## src/rtl/skid_pipe_reg_pkg.sv

```systemverilog
`default_nettype none
// ============================================================================
//  Module   : skid_pipe_reg_pkg
//  Brief    : State encoding and flag helpers shared by the skid pipeline reg.
//  Revision : 1.0  initial release
// ============================================================================
package skid_pipe_reg_pkg;

    localparam int c_STATE_W = 2;

    localparam logic [c_STATE_W-1:0] c_EMPTY = 2'b00;
    localparam logic [c_STATE_W-1:0] c_HALF  = 2'b01;
    localparam logic [c_STATE_W-1:0] c_FULL  = 2'b10;

    // The unused encoding folds onto EMPTY so a corrupted state self-recovers.
    function automatic logic [c_STATE_W-1:0] f_decode(input logic [c_STATE_W-1:0] state);
        logic [c_STATE_W-1:0] dec;
        dec = c_EMPTY;
        if (state == c_HALF || state == c_FULL) begin
            dec = state;
        end
        return dec;
    endfunction

    function automatic logic f_has_data(input logic [c_STATE_W-1:0] state);
        return (state != c_EMPTY);
    endfunction

    function automatic logic f_has_room(input logic [c_STATE_W-1:0] state);
        return (state != c_FULL);
    endfunction

endpackage
`default_nettype wire

```

## src/rtl/skid_pipe_reg.sv

```systemverilog
`default_nettype none
// ============================================================================
//  Module   : skid_pipe_reg
//  Brief    : Two-entry valid/ready skid buffer with registered ready and
//             synchronous flush, for back-pressured pipeline boundaries.
//  Revision : 1.0  initial release
// ============================================================================
module skid_pipe_reg
    import skid_pipe_reg_pkg::*;
#(
    parameter int N = 64
) (
    input  logic         iCLK,
    input  logic         iRST,
    input  logic         iFLUSH,
    input  logic         iVALID,
    output logic         oREADY,
    input  logic [N-1:0] iD,
    output logic         oVALID,
    input  logic         iREADY,
    output logic [N-1:0] oD
);

    logic [c_STATE_W-1:0] r_state;
    logic [c_STATE_W-1:0] w_state_dec;
    logic [c_STATE_W-1:0] w_state_nxt;
    logic [N-1:0]         r_m;
    logic [N-1:0]         r_s;
    logic [N-1:0]         w_m_nxt;
    logic [N-1:0]         w_s_nxt;
    logic                 r_valid;
    logic                 r_ready;
    logic                 w_in_xfer;
    logic                 w_out_xfer;

    // Handshakes only look at registered flags, so iREADY never reaches oREADY.
    assign w_in_xfer  = iVALID & r_ready;
    assign w_out_xfer = r_valid & iREADY;

    always_comb begin
        w_state_dec = f_decode(r_state);
        w_state_nxt = w_state_dec;
        w_m_nxt     = r_m;
        w_s_nxt     = r_s;
        case (w_state_dec)
            c_EMPTY: begin
                if (w_in_xfer) begin
                    w_m_nxt     = iD;
                    w_state_nxt = c_HALF;
                end
            end
            c_HALF: begin
                case ({w_in_xfer, w_out_xfer})
                    2'b11: begin
                        w_m_nxt = iD;
                    end
                    2'b10: begin
                        // Downstream stalled: park the new word behind M.
                        w_s_nxt     = iD;
                        w_state_nxt = c_FULL;
                    end
                    2'b01: begin
                        w_state_nxt = c_EMPTY;
                    end
                    default: begin
                        w_state_nxt = c_HALF;
                    end
                endcase
            end
            c_FULL: begin
                if (w_out_xfer) begin
                    w_m_nxt     = r_s;
                    w_state_nxt = c_HALF;
                end
            end
            default: begin
                w_state_nxt = c_EMPTY;
            end
        endcase
    end

    always_ff @(posedge iCLK) begin
        if (iRST || iFLUSH) begin
            r_state <= c_EMPTY;
            r_valid <= 1'b0;
            r_ready <= 1'b1;
            r_m     <= '0;
            r_s     <= '0;
        end else begin
            r_state <= w_state_nxt;
            r_valid <= f_has_data(w_state_nxt);
            r_ready <= f_has_room(w_state_nxt);
            r_m     <= w_m_nxt;
            r_s     <= w_s_nxt;
        end
    end

    assign oVALID = r_valid;
    assign oREADY = r_ready;
    assign oD     = r_m;

endmodule
`default_nettype wire

```

## config.mk

```make
export PLATFORM = sky130hd
export DESIGN_NAME = skid_pipe_reg
export DESIGN_NICKNAME = d
export VERILOG_FILES = /design/src/rtl/skid_pipe_reg_pkg.sv /design/src/rtl/skid_pipe_reg.sv
export SDC_FILE = /design/constraint.sdc
export NUM_CORES = 1
export LEC_CHECK = 0
export ABC_AREA = 1
export BUFFER_PORTS_ARGS = -buffer_cell sky130_fd_sc_hd__buf_2
export CAP_MARGIN = 20
export CORE_MARGIN = 2
export CORE_UTILIZATION = 45
export CTS_CLUSTER_DIAMETER = 30
export DETAILED_ROUTE_END_ITERATION = 10
export GPL_TIMING_DRIVEN = 0
export PLACE_DENSITY = 0.65
export RECOVER_POWER = 50
export SETUP_SLACK_MARGIN = 0.4
export SYNTH_ARGS = -nofsm -noshare
export SYNTH_HDL_FRONTEND = slang
export SYNTH_SLANG_ARGS = --single-unit
```

## constraint.sdc

```tcl
create_clock -name iCLK -period 4 [get_ports iCLK]
set_input_delay 1.2 -clock iCLK [delete_from_list [all_inputs] [get_ports iCLK]]
set_output_delay 1.2 -clock iCLK [all_outputs]
set_load 0.05 [all_outputs]
```

After elaboration in Yosys (flattened, before gate mapping):

Cells that the tools add are included.

* flip-flop bits (word level): 132
* bits of input ports: 69
* output and inout bits: 66

* equal/unequal tests: 11
* multiplexer cells: 9
* bitwise gates (word level): 2
* reduce and logical (&&, ||, !) cells: 7

Operators with widths (number)
* $mux W64: 3
* $pmux W64 S3: 1
* $pmux W2 S3: 2
* $eq A2 B2 Y1 const B: 4
* $eq A2 B1 Y1 const B: 3
* $mux W2: 3
* $ne A2 B2 Y1 const B: 3
* $reduce_and A4 Y1: 1
* $reduce_bool A3 Y1: 1
* $and A1 B1 Y1: 2
* $logic_not A2 Y1: 1
* $logic_or A1 B1 Y1: 2
* $ne A2 B1 Y1 const B: 1
* $reduce_and A2 Y1: 1
* $reduce_bool A2 Y1: 1

Depth between registers and ports, before layout:

Gate-level depths: netlist of the first run.

* depth in word-level cells: 6
* mapped depth: 10
* depth with buffers taken out: 8

Worst setup path after synthesis of the first run:

Ideal clock, no wire load.

* kind: in2reg
* from: input iREADY
* to: register r_m[10], in the netlist oD[10]
* arrival time: 1.949 ns
* data required time: 3.883 ns
* slack: 1.935 ns
* stages on the path: 8
* buffers on the path: 2
* cell sequence: nand2_2 > nand2_1 > nand2_1 > inv_2 > buf_2 > buf_6 > a21oi_1 > nor2_1

* cells in the longest elaborated chain, start to end: 4
* elaborated cells between the ends (all ways): 5
* those cells by class: eq/ne (3); bitwise (1); reduce/logical (1)

Ends and longest elaborated chain
* start, declared: line skid_pipe_reg.sv:20 `input logic iREADY,`
* $and A1 B1 Y1 *: line skid_pipe_reg.sv:38 `assign w_out_xfer = r_valid & iREADY;`
* $eq A2 B2 Y1: line skid_pipe_reg.sv:53 `case ({w_in_xfer, w_out_xfer})`
* $ne A2 B1 Y1 (no line)
* $reduce_and A4 Y1 (no line) *
* end signal, assigned: line skid_pipe_reg.sv:93 `r_m <= w_m_nxt;`
* end, declared: line skid_pipe_reg.sv:27 `logic [N-1:0] r_m;`

Mark *: on every way between the ends. The rest lies on a longest branch, timed or not.
A chain may end at the register's enable or synchronous reset.

Final worst setup path of the first run:

* from: input iREADY
* to: register r_m[52], in the netlist oD[52]

Same word-level chain as after synthesis.

==> impl_summary.txt, run 1 <==
----------------------------------------------------
[Routing]
  Average vias per placed instance ... 4.94
  Total DRC errors in the routed layout ... 0
  Drt first pass iters ... 6
  Final Routed Wirelength ... between 15 and 20 mm
  DRT iter0 DRCs ... 342
  Vias after detailed routing ... 5,715
  Remaining antenna violation count ... 0
  Average wire length per cell after detail routing ... ~13 um

[Finish]
  Most common cell after layout, fill and taps aside ... sky130_fd_sc_hd__nor2_1
  Layout overhead on the synthesized area ... 22.7%
  Number of nets in the layout ... a little over 1,000
  Number of antenna diodes ... 0
  Commonest cells after routing, fill and taps aside ... 194 x sky130_fd_sc_hd__nor2_1, 147 x sky130_fd_sc_hd__buf_2, 141 x sky130_fd_sc_hd__nand2_1
  Fraction of layout cells with a size suffix above 1 ... about a fifth

[Logic synthesis]
  Part of the Yosys area used for sequential elements ... 44.1%
  Mapped cell area ... roughly 6000 um2
  Fraction of synthesized cell area taken by the top area cell type ... 44.1%
  Total of warnings raised by yosys ... 0
  Synth cell types ... 22
  Post-synthesis net count ... between 800 and 900
  Main area contributors after synthesis ... sky130_fd_sc_hd__dfxtp_1 44%, sky130_fd_sc_hd__nor2_1 12%, sky130_fd_sc_hd__nand2_1 8.8%
  Post-synthesis sequential element count ... around 130
  Mean post-synth cell area ... 7.36 um2
  Post-synthesis cell count ... 814
  Post-synthesis cell type with the largest combined area ... sky130_fd_sc_hd__dfxtp_1

[Floorplanning]
  Die area ... about 14,000 um2
  Horizontal die dimension ... ~120 um
  Effective utilization at floorplan ... 45.6%
  Core Footprint ... 13,100 um2
  Number of primary I/O pins ... roughly 140
  Std cell rows ... 42
  Die boundary height ... 119 um

[Critical path]
  Depth of the worst register-to-register path ... 10
  Cell type with the highest occurrence count on the critical path ... sky130_fd_sc_hd__nand2_1
  Element type at the critical path start ... input port
  Worst setup path category ... input port to flip-flop
  Required time at the endpoint of the critical path ... between 4 and 5 ns
  Data arrival time of the worst path ... a little under 3 ns
  Critical path, cell by cell ... buf_2 > nand2_1 > nand2_1 > nand2_1 > inv_1 > clkbuf_1 > clkbuf_1 > nand3_1 > nand2_1 > nor2_1
  Critical-path cell with the highest stage delay ... sky130_fd_sc_hd__clkbuf_1
  Peak fanout along the critical path ... 10
  Kind of capture point of the worst setup path ... flip-flop
  Delay of the slowest critical-path stage ... 0.52 ns

[Job]
  Maximum Capacitance Violations ... 0

[Power]
  Proportion of power drawn by combinational gates ... 15.6%
  Cell internal power dissipation ... between 2000 and 2500 uW
  Total power per unit cell area ... ~450 nW/um2
  Seq pwr share ... 41.9%
  Part of the power in the clock network ... between 40% and 50%
  Net switching power of the design ... approximately 910 uW
  Reported leakage power ... 0.00321 uW
  Net Sw Frac ... 27.5%
  Peak supply drop ... 224 uV

[Place]
  Pre-CTS setup slack ... between 1 and 1.5 ns
  HPWL after detailed placement ... between 10 and 15 mm
  Final weighted congestion in routability-driven placement ... 0.810
  Count of port buffers added during placement ... 134

[Global route]
  All-Layer GR Usage ... 21.9%
  Via count of the first global-routing pass ... 5,119
  First-pass GRT wire length ... between 20 and 25 mm
  Total congestion overflow ... 0
  Antenna violations before repair ... 0
  Largest net degree at the start of global routing ... 17

[Clock tree]
  Cells resized by post-CTS repair ... 0
  Number of levels in the clock H-tree ... 4
  TritonCTS Buffers ... 17
  Sinks on Clock Net ... 132
  Clock tree root buffer cell ... sky130_fd_sc_hd__clkbuf_16
  Clk_lat worst skew ... a little over 0.4 ns
  Buffers inserted during post-CTS setup optimization ... 0
  Clock transition at the registers of the reported paths ... roughly 0.050 ns
  Hold-fix buffers at CTS ... 0
  Buffers from clock root to sink, at most ... 2
  CTS tree ... yes

[STA]
  Achievable clock frequency ... roughly 390 MHz
  Count of endpoints failing setup in the final report ... 0
  Measured slew at the worst slew-check pin ... 0.675 ns
  Slew headroom ... between 50% and 60%
  Final clock skew ... around 0.0037 ns
  Post-route worst setup slack ... around 1.4 ns
  Unrepaired setup endpoints after global routing ... no
  Sum of negative setup slack ... 0 ns
  Hold Violations, Final ... 0
  Total count of max-transition violations in the final report ... 0
  Final period demand of the worst path ... ~2.6 ns
  Share of the clock period used by the worst path ... 64.5%

[Hold path]
  Hold depth ... 2
  Hold Path Class ... flip-flop to flip-flop

[Outcome]
  Run status ... finished, final reports clean

----------------------------------------------------
==> critical path: cells and delay by family <==
| kind | cells | cell delay [ns] |
|---|---|---|
| buffers and inverters | 4 | 1.08 |
| AND/OR/NAND/NOR | 6 | 0.60 |
==> sequential cells by signal, indices dropped and copies added (netlist names) <==
register and count:
oREADY 1, r_s 64, oVALID 1, r_state 2, oD 64
==> metal layers <==
layer  global-route usage (%)  part of all wire, %
met5                        0                    0
met4                     7.13                  1.3
met3                     5.32                  5.1
met2                     35.5                   46
met1                     28.9                   48
==> metrics by stage <==
step | instance area (um2) | util, % | cells | power (uW) | hold WS, ns
detailed placement | 6880 | 52.4 | 1124 | 1940 | 0.463
global route | 7350 | 56.0 | 1156 | 3450 | 0.491
floorplan | 5990 | - | 814 | 1800 | 0.455
CTS | 7420 | 56.5 | 1156 | 3350 | 0.477
finish | 7350 | 56.0 | 1156 | 3310 | 0.472
global placement | 6880 | 52.4 | 1124 | 1940 | 0.454
==> kinds of logic (layout without fill, tap and decap cells) <==
kind of cell               count (synthesis)  after routing  share of synthesized area (%)
DFF                                      132            132                           44.1
and+or+nand+nor                          405            405                           27.1
adders and majority gates                  3              3                          0.627
AOI/OAI and AO/OA                        194            194                           18.9
buffers and inverters                     80            246                           9.29
==> path summary, 6_finish.rpt <==
check / start / to / slack (ns)
worst max-delay path: iREADY / oD[52] / 1.42
worst min-delay path: oD[44] / oD[44] / 0.47
worst max register to register: r_state[0] / oD[52] / 1.70
worst min register to register: oD[44] / oD[44] / 0.47
==> power by group through the flow <==
stage	clock network [uW]	registers [uW]	logic [uW]
floorplan	0	1550	257
global placement	0	1410	528
detailed placement	0	1420	528
CTS	1430	1390	530
global route	1490	1390	567
finish	1410	1390	517
==> Yosys cell counts <==
cell type and number:
sky130_fd_sc_hd__a21boi_1 32, sky130_fd_sc_hd__inv_1 8, sky130_fd_sc_hd__o21ai_0 64, sky130_fd_sc_hd__a21oi_1 65, sky130_fd_sc_hd__nand3_1 65, sky130_fd_sc_hd__o211ai_1 1
sky130_fd_sc_hd__buf_1 4, sky130_fd_sc_hd__a21boi_0 32, sky130_fd_sc_hd__dfxtp_1 132, sky130_fd_sc_hd__nor2_1 194, sky130_fd_sc_hd__buf_4 7, sky130_fd_sc_hd__clkbuf_2 5
sky130_fd_sc_hd__nor2_2 1, sky130_fd_sc_hd__nand2_1 140, sky130_fd_sc_hd__clkbuf_1 9, sky130_fd_sc_hd__nand2_2 3, sky130_fd_sc_hd__inv_2 3, sky130_fd_sc_hd__buf_2 17
sky130_fd_sc_hd__ha_1 3, sky130_fd_sc_hd__buf_6 27, sky130_fd_sc_hd__nand3_2 1, sky130_fd_sc_hd__nand3b_1 1
==> final cells by class <==
class / instances / area [um2]
clock buffer: 28 / 517
sequential: 132 / 2640
timing repair buffer: 134 / 671
clock inverter: 4 / 20.0
fill: 1337 / 5780
inverter: 11 / 41.3
buffer: 69 / 458
tap: 176 / 220
multi-input combinational: 602 / 2790
Note: power is estimated with default switching activity, not from simulation.
==> run 2: changes to the inputs <==
--- a/config.mk
+++ b/config.mk
@@ -13,7 +13,7 @@
 export CTS_CLUSTER_DIAMETER = 30
 export DETAILED_ROUTE_END_ITERATION = 10
 export GPL_TIMING_DRIVEN = 0
-export PLACE_DENSITY = 0.65
+export PLACE_DENSITY = 0.68
 export RECOVER_POWER = 50
 export SETUP_SLACK_MARGIN = 0.4
 export SYNTH_ARGS = -nofsm -noshare
==> constraint.sdc (replaced) <==
create_clock -name iCLK -period 2.22 [get_ports iCLK]
set_input_delay 0.666 -clock iCLK [delete_from_list [all_inputs] [get_ports iCLK]]
set_output_delay 0.666 -clock iCLK [all_outputs]
set_load 0.05 [all_outputs]
==> run 2 against run 1 <==
Effect of this change:
- core utilization barely moved
- global-route usage rose by 0.99 points
- largest power group is now sequential cells
- final cell count unchanged
- die area unchanged
- count of clock-buffer cells in the layout shrank 1
- clock power grew 76%
- wire length rose by 1.8%
- sequential power increased by 80%
==> impl_summary.txt, run 2 (synthesized netlist as in run 1, its figures left out) <==
----------------------------------------------------
[Clock tree]
  TritonCTS Buffers ... 17
  Buffers from clock root to sink, at most ... 2
  Clk_lat worst skew ... 0.42 ns
  Clock transition at the registers of the reported paths ... approximately 0.050 ns
  Clock tree root buffer cell ... sky130_fd_sc_hd__clkbuf_16
  Number of levels in the clock H-tree ... 4
  Sinks on Clock Net ... roughly 130
  CTS tree ... yes
  Buffers inserted during post-CTS setup optimization ... 0

[STA]
  Final clock skew ... around 0.0061 ns
  Unrepaired setup endpoints after global routing ... no
  Measured slew at the worst slew-check pin ... between 0.6 and 0.7 ns
  Share of the clock period used by the worst path ... 87.2%
  Total count of max-transition violations in the final report ... 0
  Count of endpoints failing setup in the final report ... 0
  Hold Violations, Final ... 0
  Final period demand of the worst path ... between 1.5 and 2 ns
  Sum of negative setup slack ... 0 ns
  Slew headroom ... between 50% and 60%
  Achievable clock frequency ... about 520 MHz

[Power]
  Net Sw Frac ... between 20% and 30%
  Part of the power in the clock network ... between 40% and 50%
  Seq pwr share ... 42.2%
  Net switching power of the design ... approximately 1700 uW
  Cell internal power dissipation ... roughly 4300 uW
  Total power per unit cell area ... between 800 and 900 nW/um2
  Peak supply drop ... approximately 550 uV
  Reported leakage power ... between 0.003 and 0.004 uW
  Proportion of power drawn by combinational gates ... between 15 and 20%

[Routing]
  Average vias per placed instance ... between 4 and 5
  Final Routed Wirelength ... between 15 and 20 mm
  Drt first pass iters ... 5
  Total DRC errors in the routed layout ... 0
  Vias after detailed routing ... approximately 5,700
  DRT iter0 DRCs ... ~360
  Average wire length per cell after detail routing ... approximately 13 um
  Remaining antenna violation count ... 0

[Finish]
  Post-route non-filler standard cell count ... ~1,200
  Most common cell after layout, fill and taps aside ... sky130_fd_sc_hd__nor2_1
  Layout overhead on the synthesized area ... 22.8%
  Post-route standard cell area excluding fillers ... between 7000 and 8000 um2
  Number of nets in the layout ... around 1,000
  Fraction of layout cells with a size suffix above 1 ... 20.0%
  Number of antenna diodes ... 0
  Commonest cells after routing, fill and taps aside ... 194 x sky130_fd_sc_hd__nor2_1, 140 x sky130_fd_sc_hd__nand2_1, 132 x sky130_fd_sc_hd__dfxtp_1

[Place]
  Placed cell count ... ~1,100
  HPWL after detailed placement ... approximately 11 mm
  Count of port buffers added during placement ... 134
  Cell area after placement ... 6880 um2
  Final weighted congestion in routability-driven placement ... about 0.84

[Floorplanning]
  Core Footprint ... 13,100 um2
  Std cell rows ... 42
  Die area ... 14,300 um2
  Horizontal die dimension ... about 120 um
  Number of primary I/O pins ... between 100 and 150
  Die boundary height ... about 120 um
  Effective utilization at floorplan ... roughly 46%

[Global route]
  All-Layer GR Usage ... a little under a quarter
  Largest net degree at the start of global routing ... 17
  First-pass GRT wire length ... 25.8 mm
  Total congestion overflow ... 0
  Via count of the first global-routing pass ... ~5,400
  Antenna violations before repair ... 0

[Job]
  Maximum Capacitance Violations ... 0

[Critical path]
  Kind of capture point of the worst setup path ... primary output
  Peak fanout along the critical path ... 2
  Required time at the endpoint of the critical path ... between 1.5 and 2 ns
  Data arrival time of the worst path ... ~1.3 ns
  Delay of the slowest critical-path stage ... around 0.53 ns
  Critical-path cell with the highest stage delay ... sky130_fd_sc_hd__clkbuf_1
  Critical path, cell by cell ... clkbuf_1
  Number of buffers and inverters on the critical path ... 1
  Element type at the critical path start ... flip-flop
  Worst setup path category ... flip-flop to primary output
  Gate family responsible for the most delay along the worst path ... buffers and inverters

[Hold path]
  Hold Path Class ... flip-flop to flip-flop

[Outcome]
  Run status ... finished, final reports clean

----------------------------------------------------
[run 2: layout make-up]
class / count / area (um2)
Tap cell: 176 / 220
Fill cell: 1308 / 5780
Buffer: 69 / 509
Clock buffer: 27 / 493
Sequential cell: 132 / 2640
Inverter: 11 / 41.3
Multi-Input combinational cell: 602 / 2790
Timing Repair Buffer: 134 / 642
Clock inverter: 5 / 25.0
[run 2: path summary, 6_finish.rpt]
| kind | to | slack [ns] | from | depth (start not counted) |
|---|---|---|---|---|
| worst min register to register | oD[30] | 0.48 | oD[30] | 2 |
| worst min-delay path | oD[30] | 0.48 | oD[30] | 2 |
| worst max register to register | oD[10] | 0.41 | r_state[0] | 9 |
| worst max-delay path | oD[30] | 0.28 | oD[30] | 1 |
[run 2: power by group through the flow]
stage                     sequential (uW)  combinational, uW  clock (uW)
final                                2500                944        2480
after global routing                 2510               1050        2650
after CTS                            2500                960        2540
after detailed placement             2550                956           0
after global placement               2550                952           0
after floorplan                      2780                463           0
[run 2: what timing repair did]
item / in CTS / in global routing
endpoints found under the setup margin: 0 / 4
hold buffers: 0 / 0
resized for setup: 0 / 2
[run 2: tightest hold or removal path: cells and delay by family (launching register included)]
kind / cells / cell delay [ns]
compound gates: 1 / 0.04
simple gates: 1 / 0.08
flops: 1 / 0.32
[run 2: metrics by stage]
stage	setup slack (ns)	power [uW]	hold slack [ns]	util, %
3_3_place_gp	0.219	3500	0.454	52.4
4_1_cts	0.491	6000	0.479	56.3
3_5_place_dp	0.222	3510	0.465	52.4
5_1_grt	0.238	6210	0.497	56.0
2_1_floorplan	0.660	3250	0.455	-
6_report	0.284	5930	0.478	56.0
[run 2: per-layer routing]
metal  up-vias  GRT usage, %  wire length, um
li1       2963             -                -
met1      2591          28.6             7110
met2       149          37.5             7280
met3        20          6.66              952
met4         0          8.90              265
met5         -             0                0
